===== config.mk =====
export PLATFORM = sky130hd
export DESIGN_NAME = nibble_serial_adder16
export DESIGN_NICKNAME = d
export VERILOG_FILES = /design/src/rtl/nsa_pkg.sv /design/src/rtl/cla_slice4.sv /design/src/rtl/nibble_serial_adder16.sv
export SDC_FILE = /design/constraint.sdc
export NUM_CORES = 1
export LEC_CHECK = 0
export CORE_MARGIN = 1
export CORE_UTILIZATION = 40
export DETAILED_ROUTE_END_ITERATION = 16
export PLACE_DENSITY = 0.73
export SLEW_MARGIN = 20
export SYNTH_ARGS = -nofsm -noshare
export SYNTH_HDL_FRONTEND = slang
export SYNTH_SLANG_ARGS = --single-unit

===== constraint.sdc =====
create_clock -name Clk -period 3.2 [get_ports Clk]
set_clock_uncertainty 0.1 [all_clocks]
set_input_delay 0.32 -clock Clk [delete_from_list [all_inputs] [get_ports Clk]]
set_output_delay 0.32 -clock Clk [all_outputs]
set_load 0.01 [all_outputs]

===== src/rtl/nsa_pkg.sv =====
// Shared types and helpers for the nibble-serial adder.
package nsa_pkg;

    typedef enum logic [1:0] {IDLE, ADD, DONE} state_t;

    localparam int unsigned NIBBLE_W = 4;

    // Carry out of a nibble group, given its group propagate/generate and carry in.
    function automatic logic nibble_carry(input logic p, input logic g, input logic c);
        return g | (p & c);
    endfunction

endpackage


===== src/rtl/cla_slice4.sv =====
// Combinational 4-bit carry-lookahead slice: sum plus group propagate/generate.
module cla_slice4 (
    input  logic [3:0] a,
    input  logic [3:0] b,
    input  logic       c_in,
    output logic [3:0] s,
    output logic       p,
    output logic       g
);

    logic [3:0] pb;
    logic [3:0] gb;
    logic [3:0] c;

    // Per-bit propagate/generate, lookahead carries, and group terms.
    always_comb begin
        pb   = a ^ b;
        gb   = a & b;
        c[0] = c_in;
        c[1] = gb[0] | (pb[0] & c_in);
        c[2] = gb[1] | (pb[1] & gb[0]) | (pb[1] & pb[0] & c_in);
        c[3] = gb[2] | (pb[2] & gb[1]) | (pb[2] & pb[1] & gb[0])
             | (pb[2] & pb[1] & pb[0] & c_in);
        s    = pb ^ c;
        p    = &pb;
        g    = gb[3] | (pb[3] & gb[2]) | (pb[3] & pb[2] & gb[1])
             | (pb[3] & pb[2] & pb[1] & gb[0]);
    end

endmodule


===== src/rtl/nibble_serial_adder16.sv =====
// Multi-cycle adder: one nibble per clock through a single lookahead slice, LSB first.
// Optional subtract mode (Sub port, A-B in two's complement) under NSA_SUBTRACT_EN.
module nibble_serial_adder16
    import nsa_pkg::*;
#(
    parameter int unsigned WIDTH = 16
) (
    input  logic             Clk,
    input  logic             Reset,
    input  logic             Run,
    input  logic [WIDTH-1:0] A,
    input  logic [WIDTH-1:0] B,
`ifdef NSA_SUBTRACT_EN
    input  logic             Sub,
`endif
    output logic [WIDTH-1:0] Sum,
    output logic             CO,
    output logic             Busy,
    output logic             Done
);

    localparam int unsigned NIBBLES = WIDTH / NIBBLE_W;
    localparam int unsigned IDX_W   = $clog2(NIBBLES);
    localparam logic [IDX_W-1:0] LAST_IDX = IDX_W'(NIBBLES - 1);

    state_t           state;
    logic [WIDTH-1:0] a_reg;
    logic [WIDTH-1:0] b_reg;
    logic [IDX_W-1:0] idx;
    logic             carry;
    logic             sub_req;

    logic [NIBBLE_W-1:0] a_nib;
    logic [NIBBLE_W-1:0] b_nib;
    logic [NIBBLE_W-1:0] s_nib;
    logic                p_grp;
    logic                g_grp;
    logic                c_next;

`ifdef NSA_SUBTRACT_EN
    assign sub_req = Sub;
`else
    assign sub_req = 1'b0;
`endif

    assign a_nib  = a_reg[int'(idx)*NIBBLE_W +: NIBBLE_W];
    assign b_nib  = b_reg[int'(idx)*NIBBLE_W +: NIBBLE_W];
    assign c_next = nibble_carry(p_grp, g_grp, carry);

    cla_slice4 u_slice (
        .a    (a_nib),
        .b    (b_nib),
        .c_in (carry),
        .s    (s_nib),
        .p    (p_grp),
        .g    (g_grp)
    );

    // Sequencer: accept operands, step one nibble per edge, hold result until Run drops.
    always_ff @(posedge Clk) begin
        if (Reset) begin
            state <= IDLE;
            a_reg <= '0;
            b_reg <= '0;
            Sum   <= '0;
            CO    <= 1'b0;
            Busy  <= 1'b0;
            Done  <= 1'b0;
            idx   <= '0;
            carry <= 1'b0;
        end else begin
            case (state)
                IDLE: begin
                    if (Run) begin
                        a_reg <= A;
                        // Subtraction is A + ~B + 1: invert B and seed the carry.
                        b_reg <= sub_req ? ~B : B;
                        carry <= sub_req;
                        Sum   <= '0;
                        CO    <= 1'b0;
                        idx   <= '0;
                        Busy  <= 1'b1;
                        state <= ADD;
                    end
                end
                ADD: begin
                    Sum[int'(idx)*NIBBLE_W +: NIBBLE_W] <= s_nib;
                    carry <= c_next;
                    idx   <= idx + 1'b1;
                    if (idx == LAST_IDX) begin
                        CO    <= c_next;
                        Busy  <= 1'b0;
                        Done  <= 1'b1;
                        state <= DONE;
                    end
                end
                DONE: begin
                    // Run held high must not restart; require it to drop first.
                    if (!Run) begin
                        Done  <= 1'b0;
                        state <= IDLE;
                    end
                end
                default: begin
                    state <= IDLE;
                end
            endcase
        end
    end

endmodule


==> impl_metrics.yaml, run 1 <==
final_layout:
  multiInputGateArea_sq_um: 1330
  n_fill_cell: 576
  antenna-diode-count: 0
  share_of_layout_cells_above_drive_strength_1: 0.108
  most_common_cell_after_layout_fill_and_taps_aside: "nand2_1"
  seq_area_sq_um: 1120
  layout_common_cells: "nand2_1 (72), dfxtp_1 (56), clkdlybuf4s50_1 (52)"
  area_added_between_synthesis_and_finish_pct: 24.2
  fin_nets: 369
clocking:
  ctsResizeCount: 0
  clkTransAtPathRegs_ps: 100
  worst_skew_pair.late_latency_ps: 320
  cts_inserted_buffers: 5
  tritoncts: "done"
  cts_max_path_bufs: 2
  cts_post_setup_buffers_inserted: 0
  ctsHoldBuffers: 0
  clock_root_buffer: "clkbuf_8"
  cts_sinks: 56
  htree_levels: 2
worst_setup_path:
  criticalPathCategory: "reg2reg"
  critPathRequiredTime_ps: 3280
  reg2reg_to: "Sum[15]"
  rrSetupSlack_ps: 470
  path_cells: "mux4_2, ha_1, a21oi_1, o21ai_1, xnor2_1, o31ai_1"
  path_max_fanout: 9
  critPathLaunchType: "flop"
  reg2reg_from: "idx[0]"
  critPathCaptureType: "flop"
  critical_path_arrival_ps: 2820
  rr_worst_depth: 6
  slowest_delay_ps: 680
  worst_path_max_delay_cell: "dfxtp_1"
timing:
  tightestPinTransition_ps: 785
  setup_viol_count_final: 0
  timing.final.max_slew_violations: 0
  rsz0062_at_grt: "no"
  timing_hold_violations_final: 0
  maxSlewHeadroom: 0.477
  max_freq_mhz: 366
  worst_slack_ps: 468
  final_min_period_over_clock_period: 0.854
  hold_ws_ps: 358
  post_route_minimum_period_ps: 2730
  finalSetupTns_ps: 0
synth:
  postSynth.asyncResetShare: 0
  syn-instance-count: 280
  ys.flop_type: "dfxtp_1"
  yosys_warnings: 0
  netlist-cell-type-count: 43
  synth_area_sq_um: 2590
  seq_cells_post_synth: 56
  ys_seq_area_frac: 0.432
  avgSynthCellArea_sq_um: 9.27
  synth-edff-count: 0
  synthesis.nets: 325
placement:
  dpl.hpwl_mm: 4.01
  gp_congestion: 0.804
  place.port_buffers: 53
  placement.setup.worst_slack_ps: 515
route:
  drt_pre_antenna_iters: 4
  drt.antenna.violating_nets: 0
  wl_per_cell_um: 13.7
  drt-vias-per-instance: 5.27
  drc_violations_left: 0
  aggregate_routed_wire_length_mm: 5.47
  violation_count_after_the_first_detailed_route_iteration: 124
  routed-via-count: 2107
power_and_ir_drop:
  leakage_nw: 1.20
  max_vdd_drop_mv: 0.217
  pd_cells_nw_per_um2: 446
run_status:
  run_status: "finished, final reports clean"
global_routing:
  antenna_found_initial: 0
  grt_first_pass_wirelength_mm: 9.16
  grt_usage: 0.177
  grt_pass1_vias: 1969
  grt_max_degree: 45
  grt.overflow.total: 0
min_path:
  timing.hold.worst.start: "a_reg[14]"
  hold-path-endpoint: "a_reg[14]"
  holdCritPathClass: "reg2reg"
  whs_path_depth: 2
job:
  maxCapViolCount: 0
floorplan:
  rows: 28
  ios: 54
  die_area_sq_um: 6810
  die_w_um: 82.5
  die_y_um: 82.5
  initial_standard_cell_utilization_of_the_core: 0.426
  coreArea_sq_um: 6100
## how the worst max path moves through the flow
stage | startpoint | to | cells after the start
floorplan | idx[0] | Sum[6] | 7
global placement | idx[0] | Sum[15] | 6
detailed placement | idx[0] | Sum[15] | 6
global route | idx[0] | Sum[15] | 6
finish | idx[0] | Sum[15] | 6
CTS | idx[0] | Sum[15] | 6
## metal layers
| metal | routed length, um | global-route usage | up-vias | share of wire |
|---|---|---|---|---|
| li1 | - | - | 1060 | - |
| met1 | 2520 | 0.226 | 987 | 0.46 |
| met2 | 2660 | 0.300 | 53 | 0.49 |
| met3 | 240 | 0.0407 | 7 | 0.044 |
| met4 | 54 | 0.0466 | 0 | 0.0099 |
| met5 | 0 | 0 | - | 0 |
## cell families after synthesis
kind of cell / count (synthesis) / synth area share
XOR/XNOR: 2 / 0.00675
flip-flops: 56 / 0.432
AO/OA/AOI/OAI: 71 / 0.174
adder cells (fa/ha/maj): 10 / 0.0511
buffers and inverters: 26 / 0.0574
AND/OR/NAND/NOR: 106 / 0.205
multiplexers: 9 / 0.0738
## layout make-up
| cell class | instances | share of cell area |
|---|---|---|
| repair buffers | 55 | 0.168 |
| flip-flops and latches | 56 | 0.348 |
| multi-input cells | 198 | 0.411 |
| clock inverters | 3 | 0.0132 |
| clock buffers | 5 | 0.0214 |
| well taps | 75 | 0.0291 |
| inverters | 8 | 0.00932 |
## where the power goes
group          switching, mW  internal, mW  total [mW]  leakage, nW
Clock                  0.235         0.232       0.467       0.0541
Combinational          0.111         0.107       0.217        0.689
Sequential            0.0260         0.727       0.753        0.457
## per-stage QoR
step	util	power [mW]	cell area (sq um)	cells
after floorplan	-	0.913	2590	280
after global placement	0.510	0.981	3110	392
after detailed placement	0.510	0.987	3110	392
after CTS	0.529	1.45	3220	400
after global routing	0.529	1.50	3220	400
final	0.529	1.44	3220	400
## Yosys cell counts, types with 2 or more instances
cell type   n  share of area
buf_6       2         0.0087
buf_4       8          0.023
nand2b_2    2         0.0068
inv_1       6         0.0087
o21ai_0     2         0.0039
a32oi_1     4          0.013
mux4_2      8          0.069
nor2_1     16          0.023
o31ai_1     2         0.0058
a211oi_1    2         0.0058
nand2_1    72           0.10
clkbuf_1    6         0.0087
a22oi_1     8          0.023
nand3b_1    5          0.014
o31ai_2     2         0.0096
inv_2       2         0.0029
nor4b_4     2          0.018
ha_1        9          0.043
a21oi_1    39          0.075
a21o_1      5          0.014
dfxtp_1    56           0.43
## worst max-delay path, delay by kind of cell, from the launching register on
kind | cells | cell delay (ps)
mux | 1 | 600
compound gates | 3 | 460
fa+ha+maj | 1 | 370
xor+xnor | 1 | 400
flops | 1 | 680
No activity file was read; power rests on OpenSTA's default activity.
==> inputs of run 2 (changes only) <==
Settings changed: CTS_CLUSTER_SIZE set to 28, PLACE_DENSITY 0.73 to 0.75.
Clock period 3.2 ns to 2.5 ns, I/O delays scaled along.
==> run 2 against run 1 <==
Clock power up 7.5%. Largest power group unchanged. Via count down 1.0%. Flip-flop and latch count unchanged. Register-to-register slack worse by 390 ps. Power up 22%. Die area unchanged. Setup slack worse by 390 ps. First-iteration DRC count down 33%. Hold slack worse by 0.93 ps. Count of clock-buffer cells in the layout up 1.
==> impl_metrics.yaml, run 2 (synthesis results as in run 1) <==
run_status:
  run_status: "finished, final reports clean"
global_routing:
  antenna_found_initial: 0
  grt.overflow.total: 0
  grt_first_pass_wirelength_mm: 9.13
  grt_usage: 0.177
  grt_max_degree: 45
  grt_pass1_vias: 1957
power_and_ir_drop:
  clock_power_share: 0.285
  seqPwrFrac: 0.548
  leakage_nw: 1.20
  switching_share: 0.275
  p_int_mw: 1.28
  p_comb_frac: 0.167
  max_vdd_drop_mv: 0.282
  pd_cells_nw_per_um2: 543
  power.net_switching_mw: 0.483
final_layout:
  area_added_between_synthesis_and_finish_pct: 24.8
  most_common_cell_after_layout_fill_and_taps_aside: "nand2_1"
  fin_nets: 371
  layout_common_cells: "nand2_1 (72), dfxtp_1 (55), clkdlybuf4s50_1 (52)"
  share_of_layout_cells_above_drive_strength_1: 0.119
  design_area_sq_um: 3240
  antenna-diode-count: 0
worst_setup_path:
  criticalPathCategory: "reg2reg"
  critical_path_arrival_ps: 2490
  reg2reg_to: "Sum[10]"
  rrSetupSlack_ps: 80
  critPathRequiredTime_ps: 2570
  critPathLaunchType: "flop"
  rr_worst_depth: 6
  reg2reg_from: "idx[0]"
  critPathCaptureType: "flop"
  path_max_fanout: 9
timing:
  finalSetupTns_ps: 0
  final_min_period_over_clock_period: 0.968
  timing.final.max_slew_violations: 0
  post_route_minimum_period_ps: 2420
  setup_viol_count_final: 0
  timing_hold_violations_final: 0
  maxSlewHeadroom: 0.488
  max_freq_mhz: 413
  rsz0062_at_grt: "yes"
  tightestPinTransition_ps: 768
min_path:
  holdCritPathClass: "reg2reg"
  whs_path_depth: 2
  hold-path-endpoint: "b_reg[15]"
  timing.hold.worst.start: "b_reg[15]"
floorplan:
  ios: 54
  rows: 28
  initial_standard_cell_utilization_of_the_core: 0.426
  coreArea_sq_um: 6100
  die_area_sq_um: 6810
  die_y_um: 82.5
  die_w_um: 82.5
clocking:
  cts_max_path_bufs: 2
  ctsResizeCount: 1
  cts_post_setup_buffers_inserted: 0
  cts_sinks: 56
  worst_skew_pair.late_latency_ps: 310
  ctsHoldBuffers: 0
  clkTransAtPathRegs_ps: 100
  htree_levels: 2
  tritoncts: "done"
  cts_inserted_buffers: 5
  clock_root_buffer: "clkbuf_8"
route:
  routed-via-count: 2085
  aggregate_routed_wire_length_mm: 5.58
  drt-vias-per-instance: 5.19
  wl_per_cell_um: 13.9
  drc_violations_left: 0
  violation_count_after_the_first_detailed_route_iteration: 83
  drt.antenna.violating_nets: 0
  drt_pre_antenna_iters: 4
job:
  maxCapViolCount: 0
placement:
  gp_congestion: 0.775
  place.port_buffers: 53
  detailed_place.area_sq_um: 3130
  dpl.hpwl_mm: 4.05
## run 2: per-layer routing
layer | track usage | vias up | part of all wire
li1 | - | 1057 | -
met1 | 0.222 | 966 | 0.46
met2 | 0.300 | 54 | 0.48
met3 | 0.0495 | 8 | 0.046
met4 | 0.0448 | 0 | 0.011
met5 | 0 | - | 0
## run 2: worst max-delay path by stage
stage	startpoint	to
finish	idx[0]	Sum[10]
CTS	idx[0]	Sum[6]
global route	idx[0]	Sum[6]
global placement	idx[0]	Sum[15]
floorplan	idx[0]	Sum[6]
detailed placement	idx[0]	Sum[6]
## run 2: layout make-up
cell class,instances,area [sq um]
clock buffer,6,72.6
clock inverter,2,16.3
fill,585,2860
inverter,8,30.0
multi-input combinational,198,1350
sequential,56,1120
tap,75,93.8
timing repair buffer,57,556
## run 2: per-stage QoR
step           worst slack (ps)  std cells   util  hold slack, ps  power, mW
3_5_place_dp               24.1        394  0.513             344       1.27
4_1_cts                    78.8        402  0.528             358       1.76
5_1_grt                   -36.2        402  0.531             370       1.85
3_3_place_gp               97.4        394  0.513             340       1.26
2_1_floorplan              33.1        280      -             286       1.17
6_report                   79.3        402  0.531             357       1.76
## run 2: critical path, stage by stage (launching register included)
cell and delay, ps:
dfxtp_4 450, mux4_2 580, ha_1 330, a211o_1 320, a21o_1 230, a32oi_1 210
nor2_1 60
## run 2: power groups by stage
stage               clock network, mW  registers [mW]  logic, mW
floorplan                           0           0.972      0.197
global placement                    0           0.984      0.276
detailed placement                  0           0.985      0.284
CTS                             0.509           0.964      0.285
global route                    0.554           0.970      0.322
finish                          0.502           0.964      0.294
